--- src/rtl/fabric_cfg_loader.sv ---
// Configuration loader for the island-style fabric.
// Takes a word-wide bitstream over valid/ready, shifts it LSB-first into the
// connection chain and then the CLB chain, and can optionally rotate both
// chains in place to compare a readback CRC-16 against the load CRC.
module fabric_cfg_loader #(
    parameter int CONN_CHAIN_LEN = 64,
    parameter int CLB_CHAIN_LEN  = 32,
    parameter int WORD_WIDTH     = 8
) (
    input  logic                  clk,
    input  logic                  rst_n,
    input  logic                  start,
    input  logic                  verify_en,
    input  logic [WORD_WIDTH-1:0] cfg_data,
    input  logic                  cfg_valid,
    output logic                  cfg_ready,
    output logic                  conn_scan_in,
    output logic                  clb_scan_in,
    output logic                  conn_scan_en,
    output logic                  clb_scan_en,
    output logic                  conn_scan_clk_en,
    output logic                  clb_scan_clk_en,
    input  logic                  conn_scan_out,
    input  logic                  clb_scan_out,
    output logic                  busy,
    output logic                  done,
    output logic                  error,
    output logic                  fabric_en
);

    localparam int TOTAL_BITS = CONN_CHAIN_LEN + CLB_CHAIN_LEN;
    localparam int BIT_CNT_W  = $clog2(TOTAL_BITS + 1);
    localparam int WORD_CNT_W = $clog2(WORD_WIDTH + 1);

    localparam logic [BIT_CNT_W-1:0]  CONN_LEN_C = BIT_CNT_W'(CONN_CHAIN_LEN);
    localparam logic [BIT_CNT_W-1:0]  CONN_LAST  = BIT_CNT_W'(CONN_CHAIN_LEN - 1);
    localparam logic [BIT_CNT_W-1:0]  CLB_LAST   = BIT_CNT_W'(CLB_CHAIN_LEN - 1);
    localparam logic [BIT_CNT_W-1:0]  LAST_BIT   = BIT_CNT_W'(TOTAL_BITS - 1);
    localparam logic [WORD_CNT_W-1:0] WORD_LAST  = WORD_CNT_W'(WORD_WIDTH - 1);

    localparam logic [2:0] S_IDLE     = 3'd0;
    localparam logic [2:0] S_FETCH    = 3'd1;
    localparam logic [2:0] S_SHIFT    = 3'd2;
    localparam logic [2:0] S_VFY_CONN = 3'd3;
    localparam logic [2:0] S_VFY_CLB  = 3'd4;
    localparam logic [2:0] S_CHECK    = 3'd5;
    localparam logic [2:0] S_DONE     = 3'd6;
    localparam logic [2:0] S_ERR      = 3'd7;

    logic [2:0]            r_state;
    logic [WORD_WIDTH-1:0] r_shift;
    logic [BIT_CNT_W-1:0]  r_bitCnt;
    logic [WORD_CNT_W-1:0] r_wordCnt;
    logic [15:0]           r_crcLoad;
    logic [15:0]           r_crcRead;
    logic                  r_verify;

    logic w_inConn;
    logic w_lastBit;
    logic w_lastOfWord;
    logic w_canStart;

    // One serial step of CRC-16-CCITT (poly 0x1021), MSB-first register.
    function automatic logic [15:0] crcStep(input logic [15:0] crc, input logic din);
        crcStep = {crc[14:0], 1'b0} ^ ((crc[15] ^ din) ? 16'h1021 : 16'h0000);
    endfunction

    assign w_inConn     = (r_bitCnt < CONN_LEN_C);
    assign w_lastBit    = (r_bitCnt == LAST_BIT);
    assign w_lastOfWord = (r_wordCnt == WORD_LAST);
    assign w_canStart   = (r_state == S_IDLE) || (r_state == S_DONE) || (r_state == S_ERR);

    // Sequencer: fetch words, shift them out bit by bit, then optionally rotate and compare.
    always_ff @(posedge clk or negedge rst_n) begin
        if (!rst_n) begin
            r_state   <= S_IDLE;
            r_shift   <= '0;
            r_bitCnt  <= '0;
            r_wordCnt <= '0;
            r_crcLoad <= 16'hFFFF;
            r_crcRead <= 16'hFFFF;
            r_verify  <= 1'b0;
        end else begin
            case (r_state)
                S_IDLE, S_DONE, S_ERR: begin
                    if (start) begin
                        r_state   <= S_FETCH;
                        r_bitCnt  <= '0;
                        r_wordCnt <= '0;
                        r_crcLoad <= 16'hFFFF;
                        r_crcRead <= 16'hFFFF;
                        r_verify  <= verify_en;
                    end
                end
                S_FETCH: begin
                    if (cfg_valid) begin
                        r_shift   <= cfg_data;
                        r_wordCnt <= '0;
                        r_state   <= S_SHIFT;
                    end
                end
                S_SHIFT: begin
                    r_crcLoad <= crcStep(r_crcLoad, r_shift[0]);
                    r_shift   <= r_shift >> 1;
                    r_wordCnt <= r_wordCnt + 1'b1;
                    r_bitCnt  <= r_bitCnt + 1'b1;
                    if (w_lastBit) begin
                        if (r_verify) begin
                            r_bitCnt <= '0;
                            r_state  <= S_VFY_CONN;
                        end else begin
                            r_state <= S_DONE;
                        end
                    end else if (w_lastOfWord) begin
                        r_state <= S_FETCH;
                    end
                end
                S_VFY_CONN: begin
                    r_crcRead <= crcStep(r_crcRead, conn_scan_out);
                    r_bitCnt  <= r_bitCnt + 1'b1;
                    if (r_bitCnt == CONN_LAST) begin
                        r_bitCnt <= '0;
                        r_state  <= S_VFY_CLB;
                    end
                end
                S_VFY_CLB: begin
                    r_crcRead <= crcStep(r_crcRead, clb_scan_out);
                    r_bitCnt  <= r_bitCnt + 1'b1;
                    if (r_bitCnt == CLB_LAST) begin
                        r_state <= S_CHECK;
                    end
                end
                S_CHECK: begin
                    r_state <= (r_crcLoad == r_crcRead) ? S_DONE : S_ERR;
                end
                default: r_state <= S_IDLE;
            endcase
        end
    end

    // Outputs decode from state only, so an async reset clears them immediately.
    always_comb begin
        cfg_ready        = 1'b0;
        conn_scan_in     = 1'b0;
        clb_scan_in      = 1'b0;
        conn_scan_clk_en = 1'b0;
        clb_scan_clk_en  = 1'b0;
        conn_scan_en     = 1'b0;
        clb_scan_en      = 1'b0;
        busy             = 1'b0;
        done             = 1'b0;
        error            = 1'b0;
        fabric_en        = 1'b0;
        case (r_state)
            S_FETCH: begin
                cfg_ready    = 1'b1;
                conn_scan_en = 1'b1;
                clb_scan_en  = 1'b1;
                busy         = 1'b1;
            end
            S_SHIFT: begin
                conn_scan_en = 1'b1;
                clb_scan_en  = 1'b1;
                busy         = 1'b1;
                if (w_inConn) begin
                    conn_scan_in     = r_shift[0];
                    conn_scan_clk_en = 1'b1;
                end else begin
                    clb_scan_in     = r_shift[0];
                    clb_scan_clk_en = 1'b1;
                end
            end
            S_VFY_CONN: begin
                conn_scan_en     = 1'b1;
                clb_scan_en      = 1'b1;
                busy             = 1'b1;
                conn_scan_in     = conn_scan_out;
                conn_scan_clk_en = 1'b1;
            end
            S_VFY_CLB: begin
                clb_scan_en     = 1'b1;
                busy            = 1'b1;
                clb_scan_in     = clb_scan_out;
                clb_scan_clk_en = 1'b1;
            end
            S_CHECK: busy = 1'b1;
            S_DONE: begin
                done      = 1'b1;
                fabric_en = 1'b1;
            end
            S_ERR: error = 1'b1;
            default: ;
        endcase
    end

    logic w_unusedStart;
    assign w_unusedStart = w_canStart;

endmodule

--- config.mk ---
export PLATFORM = sky130hd
export DESIGN_NAME = fabric_cfg_loader
export DESIGN_NICKNAME = d
export VERILOG_FILES = /design/src/rtl/fabric_cfg_loader.sv
export SDC_FILE = /design/constraint.sdc
export NUM_CORES = 1
export LEC_CHECK = 0
export CORE_MARGIN = 5
export CORE_UTILIZATION = 58
export DETAILED_ROUTE_END_ITERATION = 7
export GPL_TIMING_DRIVEN = 0
export PLACE_DENSITY = 0.8
export SYNTH_ARGS = -nofsm -noshare
export SYNTH_HDL_FRONTEND = slang
export SYNTH_SLANG_ARGS = --single-unit
export TNS_END_PERCENT = 100
--- constraint.sdc ---
create_clock -name clk -period 2.4 [get_ports clk]
set_input_delay 0.36 -clock clk [delete_from_list [all_inputs] [get_ports clk]]
set_output_delay 0.36 -clock clk [all_outputs]
set_load 0.05 [all_outputs]
==> run_results.csv <==
group,metric,value,unit
routing,viasPerCell,5.57,
worst_setup_path,critPathLaunchType,"flip-flop",
worst_setup_path,cp_cell_sequence,"buf_2 > clkbuf_2 > nor3_2 > buf_4 > clkdlybuf4s15_1",
timing,rsz0062_at_grt,"no",
cells_and_area,post_route_cells_drive_above_1_share,0.189,
worst_setup_path,critPathRequiredTime,2.04,ns
yosys,synth_cells,341,
clock_tree,clockBufferDepth,2,
die,start_util,0.597,
clock_tree,cts-htree-levels,2,
cells_and_area,fin_cells,446,
routing,drt_iter0_drc,142,
timing,max_freq,437,MHz
yosys,synth.cell_area,3030,um^2
yosys,yosysTopAreaCellShare,0.278,
yosys,synthSimpleGateAreaFrac,0.202,
routing,final_antenna_net_count,0,
global_routing,overflow,0,
placement,place_inst,437,
worst_setup_path,crit_arrival,1.93,ns
timing,skew,0.0114,ns
die,fp.dieArea,6770,um^2
yosys,ys_ff_latch,55,
placement,dp_hpwl,4860,um
clock_tree,clock-sinks,55,
timing,fin_crit,2.29,ns
yosys,synthMuxAreaShare,0.0347,
global_routing,grt_util_all_layers,0.214,
die,io_pins,26,
worst_setup_path,cpPeakStageDelay,0.48,ns
routing,vias,2482,
worst_setup_path,worstSetupPathType,"reg -> out",
worst_setup_path,worstPathMaxFanout,10,
yosys,yosysSeqAreaShare,0.468,
timing,worst_pin_slew,0.568,ns
timing,fin_tns_setup,0,ns
power_and_ir_drop,power_density,1380,nW/um^2
outcome,status,"completed",
worst_setup_path,cp_top_family,"buffers and inverters",
timing,final_hold_viol_count,0,
cells_and_area,diodes,0,
yosys,synth_top_area_cell,"dfstp_2",
clock_tree,insertion_delay,0.32,ns
timing,finalSetupViolCount,0,
yosys,synth_nets,361,
cells_and_area,fin_nets,395,
yosys,synthTopCellsByArea,"dfstp_2, dfrtp_1, nand2_1",
power_and_ir_drop,leakagePower,0.00153,uW
yosys,synth_fa_ha_area_frac,0.0207,
die,fp.dieH,82.3,um
global_routing,grt_pass1_vias,2357,
global_routing,grt_max_degree,43,
yosys,synth_compound_area_frac,0.168,
timing,period_share,0.954,
global_routing,grt_antenna_before_repair,0,
routing,wirelength,6550,um
die,num_rows,26,
power_and_ir_drop,peakVddDrop,0.778,mV
cells_and_area,nFillCells,410,
yosys,synth_top_family_by_area,"simple AND/OR/NAND/NOR gates",
clock_tree,cts.clk_slew.worst_paths,0.10,ns
clock_tree,cts_made_buffers,5,
clock_tree,cts_tree,"done",
cells_and_area,final_area,3500,um^2
routing,dr.pass1.iters,4,
global_routing,grt_pass1_wl,11000,um
yosys,yosysWarnings,0,
yosys,ys.flop_type,"dfstp_2",
die,die_x,82.3,um
die,core,5070,um^2
placement,port_buffers,25,
min_path,worstHoldPathType,"in -> async",
worst_setup_path,path_buf_inv,4,
timing,hold_ws,0.459,ns
cells_and_area,area_growth_syn_to_layout,15.4,%
timing,slew-limit-headroom,0.619,
timing,slew_violations,0,
clock_tree,root_buffer,"clkbuf_8",
routing,drc,0,
yosys,async_flop_share,1.00,
placement,gp_congestion,0.861,
worst_setup_path,slowest_stage,"clkdlybuf4s15_1",
yosys,synth_cell_types,42,
yosys,synth-edff-count,0,
power_and_ir_drop,power,4840,uW
yosys,avgSynthCellArea,8.88,um^2
worst_setup_path,endpoint_kind,"output pin",
yosys,synthXorXnorAreaFrac,0.0723,
routing,wl_per_cell,14.7,um
placement,place_area,3390,um^2
flow_run,cap_violations,0,
[flip-flops by register name, indices dropped and copies added, names as in the netlist]
| signal | cells |
|---|---|
| r_bitCnt | 7 |
| r_crcLoad | 16 |
| r_crcRead | 16 |
| r_shift | 8 |
| r_state | 3 |
| r_verify | 1 |
| r_wordCnt | 4 |
[power breakdown]
group          leakage [uW]  switching [uW]  internal [uW]  total, uW
Sequential         0.000633             366           1520       1890
Combinational      0.000844            1500            923       2430
Clock             0.0000485             313            210        523
Total               0.00153            2180           2650       4840
[final timing paths]
kind / start / endpoint / slack, ns / cells past startpoint
worst max register to register: r_bitCnt[0] / r_state[1] / 0.33 / 6
max in group asynchronous: rst_n / r_crcLoad[0] / 1.34 / 3
min in group clk: r_crcRead[10] / r_crcRead[10] / 0.48 / 2
worst max-delay path: r_state[0] / fabric_en / 0.11 / 5
worst min register to register: r_crcRead[10] / r_crcRead[10] / 0.48 / 2
worst min-delay path: rst_n / r_shift[7] / 0.46 / 2
[layout by cell type, fill, tap and decap left out, types with 3 or more instances in the layout]
master           instances
o22ai_1                  8
ha_1                     5
clkdlybuf4s50_1         13
buf_4                    3
a22o_1                   5
nor3_1                   5
o21ai_0                 45
dfstp_2                 32
nor4_1                   4
nand2_1                 61
dfrtp_1                 23
inv_1                    5
dlygate4sd2_1            3
clkdlybuf4s15_2          6
and3_1                   4
clkbuf_8                 5
nor2_1                  38
a21oi_1                  9
a31oi_1                  4
clkbuf_1                 9
xor2_1                  23
mux2i_1                  6
buf_2                    6
nor2b_1                  7
mux2_2                   4
nand3_1                  4
[metal layers]
layer  routed length (um)  up-vias  track usage
met5                    0        -            0
met4                  137        0       0.0831
met3                  280       11       0.0445
met2                 3010       54        0.325
met1                 3120     1177        0.300
li1                     -     1240            -
[kinds of logic after synthesis]
family / after synthesis
AO/OA/AOI/OAI: 85
XOR/XNOR: 25
adder cells (fa/ha/maj): 5
buffers and inverters: 24
flip-flops: 55
multiplexers: 10
AND/OR/NAND/NOR: 137
[repair_timing]
action	4_1_cts	5_1_grt
buffers inserted	0	0
endpoints found under the hold margin	10	0
pin swaps	0	0
setup endpoints to repair	11	8
gates resized for setup	25	5
hold buffers	1	0
cloned	0	0
[Yosys cell counts, types with 2 or more instances]
cell and instances:
nand2_1 61, buf_4 3, o21ba_2 2, nand4_1 2, a21o_1 2, buf_2 5, a221o_1 2, inv_1 5
a31oi_1 4, o21ai_0 45, nand3_1 4, nor2b_1 8, nor2_1 38, mux2_2 4, ha_1 5, dfrtp_1 23
o21bai_1 2, nand2b_1 2, clkbuf_1 10, dfstp_2 32, nor3_1 6, xnor2_1 2, mux2i_1 6, and2_1 2
a22o_1 5, o22ai_1 8, o311ai_1 2, and3_1 4, a21oi_1 9, nor4_1 4, xor2_1 23
[final cells by class]
type,instances,area [um^2],share of cell area
inverter,6,22.5,0.00644
tap,70,87.6,0.0251
clock buffer,5,68.8,0.0197
buffer,18,86.3,0.0247
sequential,55,1420,0.405
clock inverter,3,22.5,0.00644
timing repair buffer,27,274,0.0784
multi-input combinational,262,1520,0.434
[through the flow]
stage	util	setup slack (ns)
2_1_floorplan	-	0.0143
3_3_place_gp	0.665	-0.632
3_5_place_dp	0.668	-0.0545
4_1_cts	0.689	0.0259
5_1_grt	0.689	0.00274
6_report	0.689	0.111
Note: power is estimated with default switching activity, not from simulation.
